<file path="config.mk">
export PLATFORM = sky130hd
export DESIGN_NAME = pool_flatten_flat
export DESIGN_NICKNAME = d
export VERILOG_FILES = /design/src/rtl/pool_flatten_if.sv /design/src/rtl/pool_flatten.sv /design/src/flat_wrapper.sv
export SDC_FILE = /design/constraint.sdc
export NUM_CORES = 1
export LEC_CHECK = 0
export ABC_AREA = 1
export CAP_MARGIN = 15
export CORE_MARGIN = 8
export CORE_UTILIZATION = 35
export CTS_CLUSTER_SIZE = 8
export DETAILED_ROUTE_END_ITERATION = 16
export PLACE_DENSITY = 0.7
export REMOVE_ABC_BUFFERS = 1
export SLEW_MARGIN = 20
export SYNTH_ARGS = -nofsm -noshare
export SYNTH_HDL_FRONTEND = slang
export SYNTH_SLANG_ARGS = --single-unit
</file>
<file path="constraint.sdc">
create_clock -name clk -period 13.8 [get_ports clk]
set_input_delay 2.76 -clock clk [delete_from_list [all_inputs] [get_ports clk]]
set_output_delay 2.76 -clock clk [all_outputs]
set_load 0.03 [all_outputs]
</file>
<file path="src/rtl/pool_flatten_if.sv">
// Stream bus carrying flattened feature-map elements from pool_flatten to the
// downstream consumer. valid/ready handshake, plus element index and last marker.
interface pool_flatten_if #(
  parameter int DATA_WIDTH = 8,
  parameter int IDX_W      = 4
);
  logic                  m_valid;
  logic                  m_ready;
  logic [DATA_WIDTH-1:0] m_data;
  logic [IDX_W-1:0]      m_index;
  logic                  m_last;

  modport master (output m_valid, m_data, m_index, m_last, input m_ready);
  modport slave  (input m_valid, m_data, m_index, m_last, output m_ready);
endinterface

</file>
<file path="src/rtl/pool_flatten.sv">
// Captures a pooled feature map on the rising edge of pool_done and streams it
// out row-major, one element per accepted handshake.
module pool_flatten #(
  parameter int DATA_WIDTH = 8,
  parameter int FMAP_SIZE  = 4
) (
  input  logic                                                clk,
  input  logic                                                reset,
  input  logic                                                pool_done,
  input  logic [FMAP_SIZE-1:0][FMAP_SIZE-1:0][DATA_WIDTH-1:0] ifmap,
  pool_flatten_if.master                                      strm,
  output logic                                                busy,
  output logic                                                done,
  output logic                                                overrun
);

  localparam int NUM_ELEMS = FMAP_SIZE * FMAP_SIZE;
  localparam int IDX_W     = (NUM_ELEMS > 1) ? $clog2(NUM_ELEMS) : 1;
  localparam int RC_W      = (FMAP_SIZE > 1) ? $clog2(FMAP_SIZE) : 1;

  typedef enum logic [1:0] {IDLE, STREAM, FINISH} state_t;

  state_t          state_q, state_d;
  logic            pool_done_q;
  logic            start;
  logic            hs;
  logic            last_elem;
  logic [RC_W-1:0] row_q, col_q;
  logic [FMAP_SIZE-1:0][FMAP_SIZE-1:0][DATA_WIDTH-1:0] buf_q;

  assign start     = pool_done & ~pool_done_q;
  assign hs        = strm.m_valid & strm.m_ready;
  assign last_elem = (row_q == RC_W'(FMAP_SIZE - 1)) && (col_q == RC_W'(FMAP_SIZE - 1));

  always_ff @(posedge clk) begin
    if (reset) begin
      state_q     <= IDLE;
      pool_done_q <= 1'b0;
      row_q       <= '0;
      col_q       <= '0;
      overrun     <= 1'b0;
    end else begin
      state_q     <= state_d;
      pool_done_q <= pool_done;
      // A new map while the previous one is still owned here is dropped, not queued.
      if (start && (state_q != IDLE))
        overrun <= 1'b1;
      if ((state_q == IDLE) && start) begin
        row_q <= '0;
        col_q <= '0;
      end else if (hs) begin
        if (col_q == RC_W'(FMAP_SIZE - 1)) begin
          col_q <= '0;
          row_q <= last_elem ? '0 : row_q + 1'b1;
        end else begin
          col_q <= col_q + 1'b1;
        end
      end
    end
  end

  // Snapshot of the map; the live ifmap is never read after this edge.
  always_ff @(posedge clk) begin
    if ((state_q == IDLE) && start)
      buf_q <= ifmap;
  end

  always_comb begin
    state_d = state_q;
    case (state_q)
      IDLE:    if (start) state_d = STREAM;
      STREAM:  if (hs && last_elem) state_d = FINISH;
      FINISH:  state_d = IDLE;
      default: state_d = IDLE;
    endcase
  end

  assign strm.m_valid = (state_q == STREAM);
  assign strm.m_data  = buf_q[row_q][col_q];
  assign strm.m_index = IDX_W'(row_q * FMAP_SIZE + col_q);
  assign strm.m_last  = strm.m_valid & last_elem;
  assign busy         = (state_q != IDLE);
  assign done         = (state_q == FINISH);

endmodule

</file>
<file path="src/flat_wrapper.sv">
// flat-port wrapper written by rule: the top's interface ports become plain ports
module pool_flatten_flat 
#(
  parameter int DATA_WIDTH = 8,
  parameter int FMAP_SIZE  = 4
)
  (clk, reset, pool_done, ifmap, busy, done, overrun, strm_m_valid, strm_m_data, strm_m_index, strm_m_last, strm_m_ready);
  pool_flatten_if #(.DATA_WIDTH(DATA_WIDTH), .IDX_W((4))) strm_i ();
  input  logic clk;
  input  logic reset;
  input  logic pool_done;
  input  logic [FMAP_SIZE-1:0][FMAP_SIZE-1:0][DATA_WIDTH-1:0] ifmap;
  output logic busy;
  output logic done;
  output logic overrun;
  output wire logic [$bits(strm_i.m_valid)-1:0] strm_m_valid;
  output wire logic [$bits(strm_i.m_data)-1:0] strm_m_data;
  output wire logic [$bits(strm_i.m_index)-1:0] strm_m_index;
  output wire logic [$bits(strm_i.m_last)-1:0] strm_m_last;
  input wire logic [$bits(strm_i.m_ready)-1:0] strm_m_ready;
  assign strm_m_valid = strm_i.m_valid;
  assign strm_m_data = strm_i.m_data;
  assign strm_m_index = strm_i.m_index;
  assign strm_m_last = strm_i.m_last;
  assign strm_i.m_ready = strm_m_ready;
  pool_flatten #(.DATA_WIDTH(DATA_WIDTH), .FMAP_SIZE(FMAP_SIZE)) u_core (.clk(clk), .reset(reset), .pool_done(pool_done), .ifmap(ifmap), .strm(strm_i), .busy(busy), .done(done), .overrun(overrun));
endmodule
</file>
==> run summary, run 1 <==
The die is 144.8 um wide. Total track usage: 0.1343. The internal portion of the total power is 774.9 uW.

Kind of end point of the critical path: an output pin. The sequential cell area was 0.004006 mm2; the slew at the pin with the worst max-slew slack was 0.9483 ns. For the worst setup path, the data arrival time is 3.63 ns.

For this design the ratio of total power to cell area is 124.1 mW/mm2. Across all layers, the routed design uses 4136 vias. For the sequential-to-total area share from yosys stat, the log shows 0.6891. After detailed routing, the total wire length is 14020 um. By area the synthesized netlist is led by sky130_fd_sc_hd__edfxtp_1, sky130_fd_sc_hd__nand2_1, sky130_fd_sc_hd__nand3_1.

The final antenna-violating net count was 0; the clock-pin slew of the registers on the worst-case setup and hold paths was 0.06 ns. A synthesized cell averages 10.32 um2. For this design, the sink count on the clock tree is 136.

In this run the worst hold path is classified as flop to flop. Post-CTS repair changed the size of 0 cells. The flow ran to the end, and the final reports show no timing, DRC or antenna violations.

Final design utilization: 0.4887. TritonCTS built the clock tree. The required time reported for the critical path endpoint is 11.04 ns, and the starting utilization of the core area is 0.3542. The critical-path maximum fanout was 68; the number of primary I/O pins was 149. For the proportion of power drawn by combinational gates, the log shows 0.087. The tools report the maximum clock frequency as 156.4 MHz.

The tools report the remaining max-slew budget at the tightest pin as 0.3678. For the final worst clock skew, the log shows 0.005857 ns. Total global routing overflow: 0. CTS buffer count: 17. The initial antenna violation count is 0, and the average wire per standard cell is 14.88 um.

The layout overhead on the synthesized area was 37.98%. For this run, design rule violations remaining after detail routing come to 0. The run gives 0.005811 mm2 as the post-synthesis cell area.

The cts-stage hold buffer count is 0, and the number of maximum-capacitance violations is 0. The repair_antennas step left the layout with diodes totalling 0. The HPWL after detailed placement is 9098 um. Setup violations remaining at the end of the flow were counted as 0. Cell at the root of the clock tree: sky130_fd_sc_hd__clkbuf_16. In the final layout, the multi-input gates occupy 0.001267 mm2.

The netlist uses 18 different library cells. The die covers 0.02098 mm2. For the share of power burned in registers, the log shows 0.489. The final worst-path cycle share was 0.4633; the clock insertion delay at the later pin of the skew report was 0.42 ns.

Kind of start point of the critical path: a flop. The area of the core is 0.01641 mm2. The run gives 4 as the depth of the CTS H-tree. The largest vdd supply drop came out at 0.08079 mV. The post-CTS setup buffer count was 0. The fraction of final layout cells sized beyond drive strength 1 was 0.05679. The run gives 0.424 as the power share of the clock group.

In this run the deepest clock path goes through 2 buffers. Synthesis inferred 136 register bits. In this run the static leakage power is 3.315 nW. The switching portion of total power was 0.2211. The met3 global-route usage was 0.03871. The floorplan has 47 rows. The max-slew violation count is 0. The library cell occupying the most area in the post-synthesis netlist is sky130_fd_sc_hd__edfxtp_1. The filler cells instantiated in the layout total 1478. The global-route wire length before repair is 20780 um. Setup repair after global routing left no endpoint under its margin. Before antenna repair, the detailed router went through 6 iterations.

The final hold violation count is 0. Met1 usage: 0.1543. Using the TritonRoute via totals, the vias-per-cell ratio works out to 4.391. During synthesis, Yosys emitted a total of 0 warnings. The via count of the first global-routing pass came out at 3988. The critical path in this run is classified as flop to output pin. Entering global routing, the biggest net connects 69 pins. After the last flow step, the layout net total stands at 843. The number of standard cells after synthesis is 563, and the area share of the largest cell type after synthesis is 0.6615. Layer with the highest usage: met2. For the final routed database, the setup TNS stands at 0 ns. The tools report the met2 usage as 0.2281.

The die is 144.8 um tall. The number of buffers inserted by port buffering is 148. The detailed router finished its first iteration with 234 violations. In this run the power spent charging and discharging nets is 219.9 uW. The clock period could shrink to 6.394 ns. The congestion estimate from routability-driven global placement came to 0.7319.
critical path, stage by stage, from the launching register on:
cell and delay [ns]:
sky130_fd_sc_hd__dfxtp_2 0.31, sky130_fd_sc_hd__buf_4 0.54, sky130_fd_sc_hd__clkinv_2 0.91, sky130_fd_sc_hd__nand2_1 0.24, sky130_fd_sc_hd__nand3_1 0.09, sky130_fd_sc_hd__nand3_1 0.18
sky130_fd_sc_hd__nand3_1 0.11, sky130_fd_sc_hd__nand2_1 0.10, sky130_fd_sc_hd__clkdlybuf4s50_1 0.68
per-stage QoR:
stage / worst slack [ns] / cells / hold slack [ns] / area, um2 / power [mW]
floorplan: 1.089 / 538 / 0.5352 / 5668 / 0.5347
global placement: 8.198 / 910 / 0.4643 / 7462 / 0.5813
detailed placement: 8.139 / 910 / 0.4706 / 7462 / 0.5823
CTS: 7.670 / 942 / 0.4841 / 8016 / 1.006
global route: 6.965 / 942 / 0.5100 / 8018 / 1.031
finish: 7.406 / 942 / 0.4805 / 8018 / 0.9948
registers in the layout (all words and copies together), names as in the netlist:
register,flops
u_core.buf_q,128
u_core.col_q,2
u_core.overrun,1
u_core.pool_done_q,1
u_core.row_q,2
u_core.state_q,2
layout make-up:
type | count | area share
Sequential cell | 136 | 0.4997
Timing Repair Buffer | 152 | 0.1885
Multi-Input combinational cell | 295 | 0.1581
Clock buffer | 17 | 0.05306
Inverter | 107 | 0.05025
Tap cell | 220 | 0.03433
Clock inverter | 15 | 0.01607
cells in the final DEF (no fill, tap or decap):
master,instances
sky130_fd_sc_hd__or2_2,1
sky130_fd_sc_hd__nor2_1,7
sky130_fd_sc_hd__clkbuf_16,17
sky130_fd_sc_hd__ha_1,2
sky130_fd_sc_hd__clkdlybuf4s50_1,148
sky130_fd_sc_hd__a21oi_1,6
sky130_fd_sc_hd__nand3_1,97
sky130_fd_sc_hd__clkinv_2,4
sky130_fd_sc_hd__clkinvlp_4,6
sky130_fd_sc_hd__buf_4,4
sky130_fd_sc_hd__nand4_1,1
sky130_fd_sc_hd__bufinv_16,1
sky130_fd_sc_hd__nor3_1,1
sky130_fd_sc_hd__inv_2,1
sky130_fd_sc_hd__clkinv_4,1
sky130_fd_sc_hd__nor3_2,1
sky130_fd_sc_hd__clkinv_1,1
sky130_fd_sc_hd__inv_1,105
sky130_fd_sc_hd__dfxtp_2,2
sky130_fd_sc_hd__nand2_1,178
sky130_fd_sc_hd__o21ai_0,1
sky130_fd_sc_hd__dfxtp_1,6
sky130_fd_sc_hd__inv_6,3
sky130_fd_sc_hd__edfxtp_1,128
cell families (layout without fill, tap and decap cells):
logic type      count (synthesis)  in the layout  share of synthesized area
fa+ha+maj                       2              2                   0.004306
simple gates                  286            286                     0.2069
compound gates                  7              7                   0.006029
flops                         136            136                     0.6891
buf+inv                       132            291                    0.09367
final timing paths:
path / to / slack [ns] / startpoint / cells past startpoint
hold reg to reg: u_core.overrun / 0.48 / u_core.overrun / 2
hold / removal: u_core.overrun / 0.48 / u_core.overrun / 2
setup / recovery: strm_m_data[2] / 7.41 / u_core.row_q[0] / 8
setup reg to reg: u_core.buf_q[44] / 11.30 / u_core.state_q[1] / 5
synth_stat cells:
master	instances
sky130_fd_sc_hd__or2_2	1
sky130_fd_sc_hd__nand2_1	178
sky130_fd_sc_hd__buf_1	1
sky130_fd_sc_hd__buf_4	6
sky130_fd_sc_hd__nor3_1	2
sky130_fd_sc_hd__inv_1	105
sky130_fd_sc_hd__clkbuf_1	2
sky130_fd_sc_hd__dfxtp_1	8
sky130_fd_sc_hd__o21ai_0	1
sky130_fd_sc_hd__nand3_1	97
sky130_fd_sc_hd__ha_1	2
sky130_fd_sc_hd__buf_6	1
sky130_fd_sc_hd__buf_2	15
sky130_fd_sc_hd__inv_2	2
sky130_fd_sc_hd__edfxtp_1	128
sky130_fd_sc_hd__a21oi_1	6
sky130_fd_sc_hd__nand4_1	1
sky130_fd_sc_hd__nor2_1	7
power groups by stage:
stage	registers [mW]	clock network [mW]	logic [mW]
3_3_place_gp	0.495	0	0.0866
3_5_place_dp	0.495	0	0.0872
4_1_cts	0.487	0.432	0.0877
5_1_grt	0.489	0.448	0.0945
2_1_floorplan	0.502	0	0.0327
6_report	0.487	0.422	0.0861
per-layer routing:
layer,up-vias,wire length (um)
met4,0,260
li1,2106,-
met2,124,7164
met1,1886,5640
met3,20,949
met5,-,0
Note: power is estimated with default switching activity, not from simulation.
==> run 2, diff against run 1 <==
Settings changed: PLACE_DENSITY 0.7 to 0.73.
Clock period 13.8 ns to 5.65 ns, I/O delays scaled along.
==> run 2 against run 1 <==
  * Cell count unchanged
  * Total power grew 140%
  * Utilization fell by 0.16 points
  * Register-to-register slack got worse by 7.4 ns
  * Critical path type unchanged
  * Sequential share of layout area rose by 0.16 points
  * Final area down 0.33%
  * Routed wire length rose by 1.7%
  * Die area stayed put
  * Clock-buffer cell count up 11
==> run summary, run 2 (synthesis results as in run 1) <==
The flow ran to the end, and the final reports show no timing, DRC or antenna violations. Master of the slowest instance on the critical path: sky130_fd_sc_hd__clkinv_2 (unchanged). The clock period minus worst slack is 4.045 ns. Layout overhead on the synthesized area: 37.53% (was 37.98%). The area of the core came out at 0.01641 mm2 (unchanged). TritonCTS built the clock tree. The number of buffers inserted by port buffering came out at 148 (unchanged). The global-route wire length before repair was 22270 um (was 20780 um). The clock-pin slew of the registers on the worst-case setup and hold paths works out to 0.05 ns (was 0.06 ns). The number of sinks driven by the clock tree is 136 (unchanged), and the worst setup slack after placement is 2.031 ns (was 8.139 ns). The logs give 0 (unchanged) for the total of endpoints with negative setup slack in the final report and 0.4871 (was 0.4887) for the final design utilization. The run gives 4191 (was 4136) as the via count.

The class of the worst hold path is flop to flop (unchanged). The tools report the kind of start point of the critical path as a flop (unchanged). Number of buffer and inverter instances along the worst setup path: 2 (was 3). The average wire per standard cell was 15.12 um (was 14.88 um); the final worst-path cycle share was 0.7160. The clock insertion delay at the later pin of the skew report is 0.41 ns (was 0.42 ns), and the maximum clock frequency is 247.2 MHz.

The post-CTS setup buffer count is 0 (unchanged), and the via count normalized by instance count is 4.449 (was 4.391). Critical path's top delay family: buffers and inverters (unchanged). The max-slew violation count came out at 0 (unchanged). The run gives 0.3591 (was 0.3678) as the remaining max-slew budget at the tightest pin. The power density over the cells was 299.1 mW/mm2 (was 124.1 mW/mm2).

The final hold violation count was 0 (unchanged); the slew at the pin with the worst max-slew slack was 0.9613 ns (was 0.9483 ns). The logs give 1475 (was 1478) for the total of fill cells in the finished design and 0 (unchanged) for the total global routing overflow. The floorplan die area is 0.02098 mm2 (unchanged). Initial antenna violation count: 0 (unchanged). The final worst clock skew came out at 0.01153 ns (was 0.005857 ns).

The die extent in y came out at 144.8 um (unchanged). Highest-count cells in the layout ignoring fill and taps: sky130_fd_sc_hd__nand2_1, sky130_fd_sc_hd__clkdlybuf4s50_1, sky130_fd_sc_hd__edfxtp_1, sky130_fd_sc_hd__inv_1, sky130_fd_sc_hd__nand3_1 (unchanged). Highest cell delay on the worst timing path: 0.71 ns (was 0.91 ns). The run gives 0.3542 (unchanged) as the starting utilization of the core area. CTS buffer count: 17 (unchanged). Critical Path, Cell by Cell: clkinv_2 -> nand2_1 -> nand3_1 -> nand3_1 -> nand3_1 -> nand2_1 -> clkdlybuf4s50_1 (was buf_4 -> clkinv_2 -> nand2_1 -> nand3_1 -> nand3_1 -> nand3_1 -> nand2_1 -> clkdlybuf4s50_1). The number of maximum-capacitance violations is 0 (unchanged), and the count of nets after finishing is 843 (unchanged). Number of flip-flops under the largest register name: 128 (unchanged). The cts-stage hold buffer count was 0 (unchanged); the leakage dissipation was 3.321 nW (was 3.315 nW). The count of unresolved DRC violations after routing is 0 (unchanged), and the arrival time at the worst endpoint is 2.92 ns (was 3.63 ns).

The number of violations reported at the end of detailed-routing iteration 0 is 323 (was 234). Total track usage: 0.1425 (was 0.1343). The number of antenna repair diodes came out at 0 (unchanged).

Half-perimeter wire length after placement: 9385 um (was 9098 um). The via count of the first global-routing pass came out at 4285 (was 3988). The largest vdd supply drop came out at 0.2008 mV (was 0.08079 mV).

The pin count of the biggest net entering global routing was 68 (was 69). The run gives 5 (was 6) as the iteration count of the initial detailed-routing pass. The logs give 149 (unchanged) for the number of primary I/O pins and 0 (unchanged) for the final antenna-violating net count. The most repeated library cell on the critical path was sky130_fd_sc_hd__nand3_1 (unchanged). The type of the setup path with the least slack is flop to output pin (unchanged).

Setup repair after global routing left no endpoint under its margin. Critical-path maximum fanout: 65 (was 68). The row count came out at 47 (unchanged). Largest register by flop count: u_core.buf_q (unchanged). The tools report the cell at the root of the clock tree as sky130_fd_sc_hd__clkbuf_16 (unchanged). The tools report the kind of end point of the critical path as an output pin (unchanged). The tools report the post-cts gate resize count as 0 (unchanged). The most common cell after layout, fill and taps aside was sky130_fd_sc_hd__nand2_1 (unchanged).

The final wirelength is 14250 um (was 14020 um), and the depth of the CTS H-tree is 4 (unchanged). Buffer levels on the longest clock path: 2 (unchanged). The routability-driven placement congestion ratio is 0.7421 (was 0.7319), and the fraction of final layout cells sized beyond drive strength 1 is 0.04709 (was 0.05679). The horizontal extent of the die was 144.8 um (unchanged); the required time reported for the critical path endpoint was 4.52 ns (was 11.04 ns).

The run gives 1.605 ns (was 7.406 ns) as the final setup slack of the worst path.
==> run 2: worst reg2reg max path: stages, from the launching register on <==
cell and delay, ns:
sky130_fd_sc_hd__dfxtp_1 0.29, sky130_fd_sc_hd__inv_1 0.08, sky130_fd_sc_hd__nand2_1 0.10, sky130_fd_sc_hd__nor3_2 0.15
sky130_fd_sc_hd__buf_4 0.67, sky130_fd_sc_hd__or2_2 0.30, sky130_fd_sc_hd__a21oi_1 0.05
==> run 2: report_power, final <==
| group | switching [mW] | internal [mW] | total (mW) | leakage, nW |
|---|---|---|---|---|
| Clock | 0.383 | 0.608 | 0.991 | 0.261 |
| Sequential | 0.0160 | 1.17 | 1.19 | 1.28 |
| Combinational | 0.0938 | 0.114 | 0.208 | 1.78 |
==> run 2: cell type report <==
class / count / area [um2] / share of cell area
multi-input combinational: 295 / 1267 / 0.1586
tap: 220 / 275.3 / 0.03444
timing repair buffer: 152 / 1511 / 0.1891
sequential: 136 / 4006 / 0.5013
clock inverter: 4 / 20.02 / 0.002505
clock buffer: 28 / 508.0 / 0.06357
inverter: 107 / 402.9 / 0.05041
==> run 2: path summary, 6_finish.rpt <==
check,from,to,slack (ns),depth (start not counted)
max,u_core.row_q[0],strm_m_data[6],1.60,7
min,u_core.overrun,u_core.overrun,0.47,2
max reg2reg,u_core.state_q[1],u_core.row_q[0],3.90,6
min reg2reg,u_core.overrun,u_core.overrun,0.47,2
==> run 2: metrics by stage <==
| stage | instances | cell area [um2] | setup TNS [ns] | power [mW] | hold slack [ns] |
|---|---|---|---|---|---|
| detailed placement | 910 | 7462 | 0 | 1.420 | 0.4665 |
| global route | 942 | 7991 | 0 | 2.478 | 0.5142 |
| finish | 942 | 7991 | 0 | 2.390 | 0.4716 |
| global placement | 910 | 7462 | 0 | 1.416 | 0.4509 |
| floorplan | 538 | 5668 | -667.36 | 1.306 | 0.5352 |
| CTS | 942 | 7990 | 0 | 2.409 | 0.4808 |
==> run 2: metal layers <==
| layer | share of wire | up-vias | GRT usage |
|---|---|---|---|
| met5 | 0 | - | 0 |
| li1 | - | 2102 | - |
| met2 | 0.50 | 134 | 0.2377 |
| met3 | 0.065 | 16 | 0.03904 |
| met1 | 0.42 | 1939 | 0.1712 |
| met4 | 0.017 | 0 | 0.05696 |
==> run 3, diff against run 2 <==
Clock period 5.65 ns to 3.3 ns, I/O delays scaled along.
==> run 3 against run 2 <==
  * Die area is the same
  * Flip-flop and latch count is the same
  * Clock skew shrank 0.0025 ns
  * Critical endpoint is now strm_m_last
  * Hold slack lost 0.0056 ns
  * Via count shrank 0.31%
  * Setup slack lost 1.1 ns
  * Routed wire length shrank 0.41%
==> run summary, run 3 (synthesis results as in run 1) <==
The flow ran to the end, and the final reports show no timing, DRC or antenna violations. For the largest vdd supply drop, the log shows 0.3635 mV (was 0.2008 mV). The cts-stage hold buffer count was 0 (unchanged); the routability-driven placement congestion ratio was 0.7353 (was 0.7421). Final worst-path cycle share: 0.8560. The total global routing overflow is 0 (unchanged). The CTS buffer count is 17 (unchanged).

Most common cell after layout, fill and taps aside: sky130_fd_sc_hd__nand2_1 (unchanged). The fraction of final layout cells sized beyond drive strength 1 was 0.07025 (was 0.04709); the buffer levels on the longest clock path was 2 (unchanged). Highest-count cells in the layout ignoring fill and taps: sky130_fd_sc_hd__nand2_1, sky130_fd_sc_hd__clkdlybuf4s50_1, sky130_fd_sc_hd__edfxtp_1, sky130_fd_sc_hd__inv_1, sky130_fd_sc_hd__nand3_1 (unchanged).

The cell at the root of the clock tree was sky130_fd_sc_hd__clkbuf_16 (unchanged). The post-route setup TNS came out at 0 ns (unchanged). The total of fill cells in the finished design is 1452 (was 1475), and the depth of the CTS H-tree is 4 (unchanged).

The remaining max-slew budget at the tightest pin was 0.5088 (was 0.3591); the clock-pin slew of the registers on the worst-case setup and hold paths was 0.06 ns (was 0.05 ns). The iteration count of the initial detailed-routing pass came out at 5 (unchanged). For the row count, the log shows 47 (unchanged). Global-route wire length before repair: 22060 um (was 22270 um). The horizontal extent of the die is 144.8 um (unchanged), and the number of maximum-capacitance violations is 0 (unchanged). The total track usage was 0.1411 (was 0.1425). The tools report the sequential cell area as 0.004006 mm2 (unchanged). TritonCTS built the clock tree.

The run gives 136 (unchanged) as the number of sinks driven by the clock tree. The run gives 14190 um (was 14250 um) as the final wirelength. The tools report the final hold violation count as 0 (unchanged).

The count of nets after finishing is 847 (was 843). Starting utilization of the core area: 0.3542 (unchanged). The type of the setup path with the least slack is flop to output pin (unchanged). The kind of end point of the critical path is an output pin (unchanged). The power density over the cells came out at 528.3 mW/mm2 (was 299.1 mW/mm2). The tools report the leakage dissipation as 3.370 nW (was 3.321 nW).

The number of violations reported at the end of detailed-routing iteration 0 was 252 (was 323). Setup repair after global routing left no endpoint under its margin. The logs give 0.01641 mm2 (unchanged) for the area of the core and 0 (unchanged) for the total of endpoints with negative setup slack in the final report. The maximum clock frequency was 354.0 MHz.

The tools report the final design utilization as 0.4935 (was 0.4871). The clock insertion delay at the later pin of the skew report is 0.41 ns (about the same). The run gives 0 (unchanged) as the post-CTS setup buffer count. The logs give 0 (unchanged) for the number of antenna repair diodes and 0 (unchanged) for the final antenna-violating net count. The run gives 1.72 ns (was 3.90 ns) as the minimum setup slack among reg-to-reg paths. The layout overhead on the synthesized area was 39.34% (was 37.53%). The critical-path maximum fanout was 32 (was 65); the number of buffers inserted by port buffering was 148 (unchanged).

For the number of primary I/O pins, the log shows 149 (unchanged). The floorplan die area was 0.02098 mm2 (unchanged). The run gives 4346 (was 4285) as the via count of the first global-routing pass. The count of unresolved DRC violations after routing was 0 (unchanged); the footprint of the multi-input gates was 0.001267 mm2 (unchanged).

The via count was 4178 (was 4191). Kind of start point of the critical path: a flop (unchanged). The worst-case hold slack is 0.4660 ns (was 0.4716 ns), and the arrival time at the worst endpoint is 2.16 ns (was 2.92 ns). The initial antenna violation count came out at 0 (unchanged). The max-slew violation count is 0 (unchanged), and the via count normalized by instance count is 4.416 (was 4.449). The class of the worst hold path is flop to flop (unchanged).

The worst path needs 2.825 ns of the cycle, external delays included. For the required time reported for the critical path endpoint, the log shows 2.64 ns (was 4.52 ns). The run gives 69 (was 68) as the pin count of the biggest net entering global routing. Slew at the pin with the worst max-slew slack: 0.7360 ns (was 0.9613 ns). The average wire per standard cell works out to 15.00 um (was 15.12 um). The largest register by flop count was u_core.buf_q (unchanged).

The number of flip-flops under the largest register name is 128 (unchanged), and the half-perimeter wire length after placement is 9340 um (was 9385 um). The post-cts gate resize count was 0 (unchanged). The run gives 0.009053 ns (was 0.01153 ns) as the final worst clock skew. Die extent in y: 144.8 um (unchanged).
==> run 3: metrics by stage <==
stage | cells | worst slack (ns) | total power, mW | cell area [um2]
floorplan | 538 | -7.311 | 2.236 | 5668
global placement | 914 | 0.8945 | 2.429 | 7510
detailed placement | 914 | 0.8745 | 2.436 | 7510
CTS | 946 | 0.4293 | 4.329 | 8097
global route | 946 | 0.3259 | 4.444 | 8097
finish | 946 | 0.4753 | 4.278 | 8097
==> run 3: path summary, 6_finish.rpt <==
check | endpoint | cells past startpoint | from
worst max register to register | u_core.buf_q[56] | 4 | u_core.state_q[1]
worst min register to register | u_core.overrun | 2 | u_core.overrun
worst min-delay path | u_core.overrun | 2 | u_core.overrun
worst max-delay path | strm_m_last | 5 | u_core.row_q[0]
==> run 3: critical path, cell delays in order, from the launching register on <==
cell and delay [ns]:
sky130_fd_sc_hd__dfxtp_2 0.34, sky130_fd_sc_hd__buf_4 0.31, sky130_fd_sc_hd__ha_1 0.20, sky130_fd_sc_hd__nand2_1 0.10, sky130_fd_sc_hd__nor2_1 0.12, sky130_fd_sc_hd__clkdlybuf4s50_1 0.68
==> run 3: cell type report <==
| cell class | instances | area share |
|---|---|---|
| flip-flops and latches | 136 | 0.4948 |
| repair buffers | 156 | 0.1926 |
| multi-input cells | 295 | 0.1565 |
| clock buffers | 18 | 0.05301 |
| inverters | 107 | 0.04961 |
| well taps | 220 | 0.03400 |
| clock inverters | 14 | 0.01947 |
==> run 3: metal layers <==
metal | GRT usage | share of wire | vias to the layer above | wire (um)
met5 | 0 | 0 | - | 0
met4 | 0.06243 | 0.016 | 0 | 225
met3 | 0.04888 | 0.067 | 19 | 952
met2 | 0.2306 | 0.50 | 141 | 7095
met1 | 0.1646 | 0.42 | 1901 | 5915
li1 | - | - | 2117 | -
==> run 3: report_power, final <==
part,internal (mW),switching [mW],total [mW]
sequential,2.01,0.0249,2.03
combinational,0.198,0.167,0.365
clock,1.18,0.703,1.88
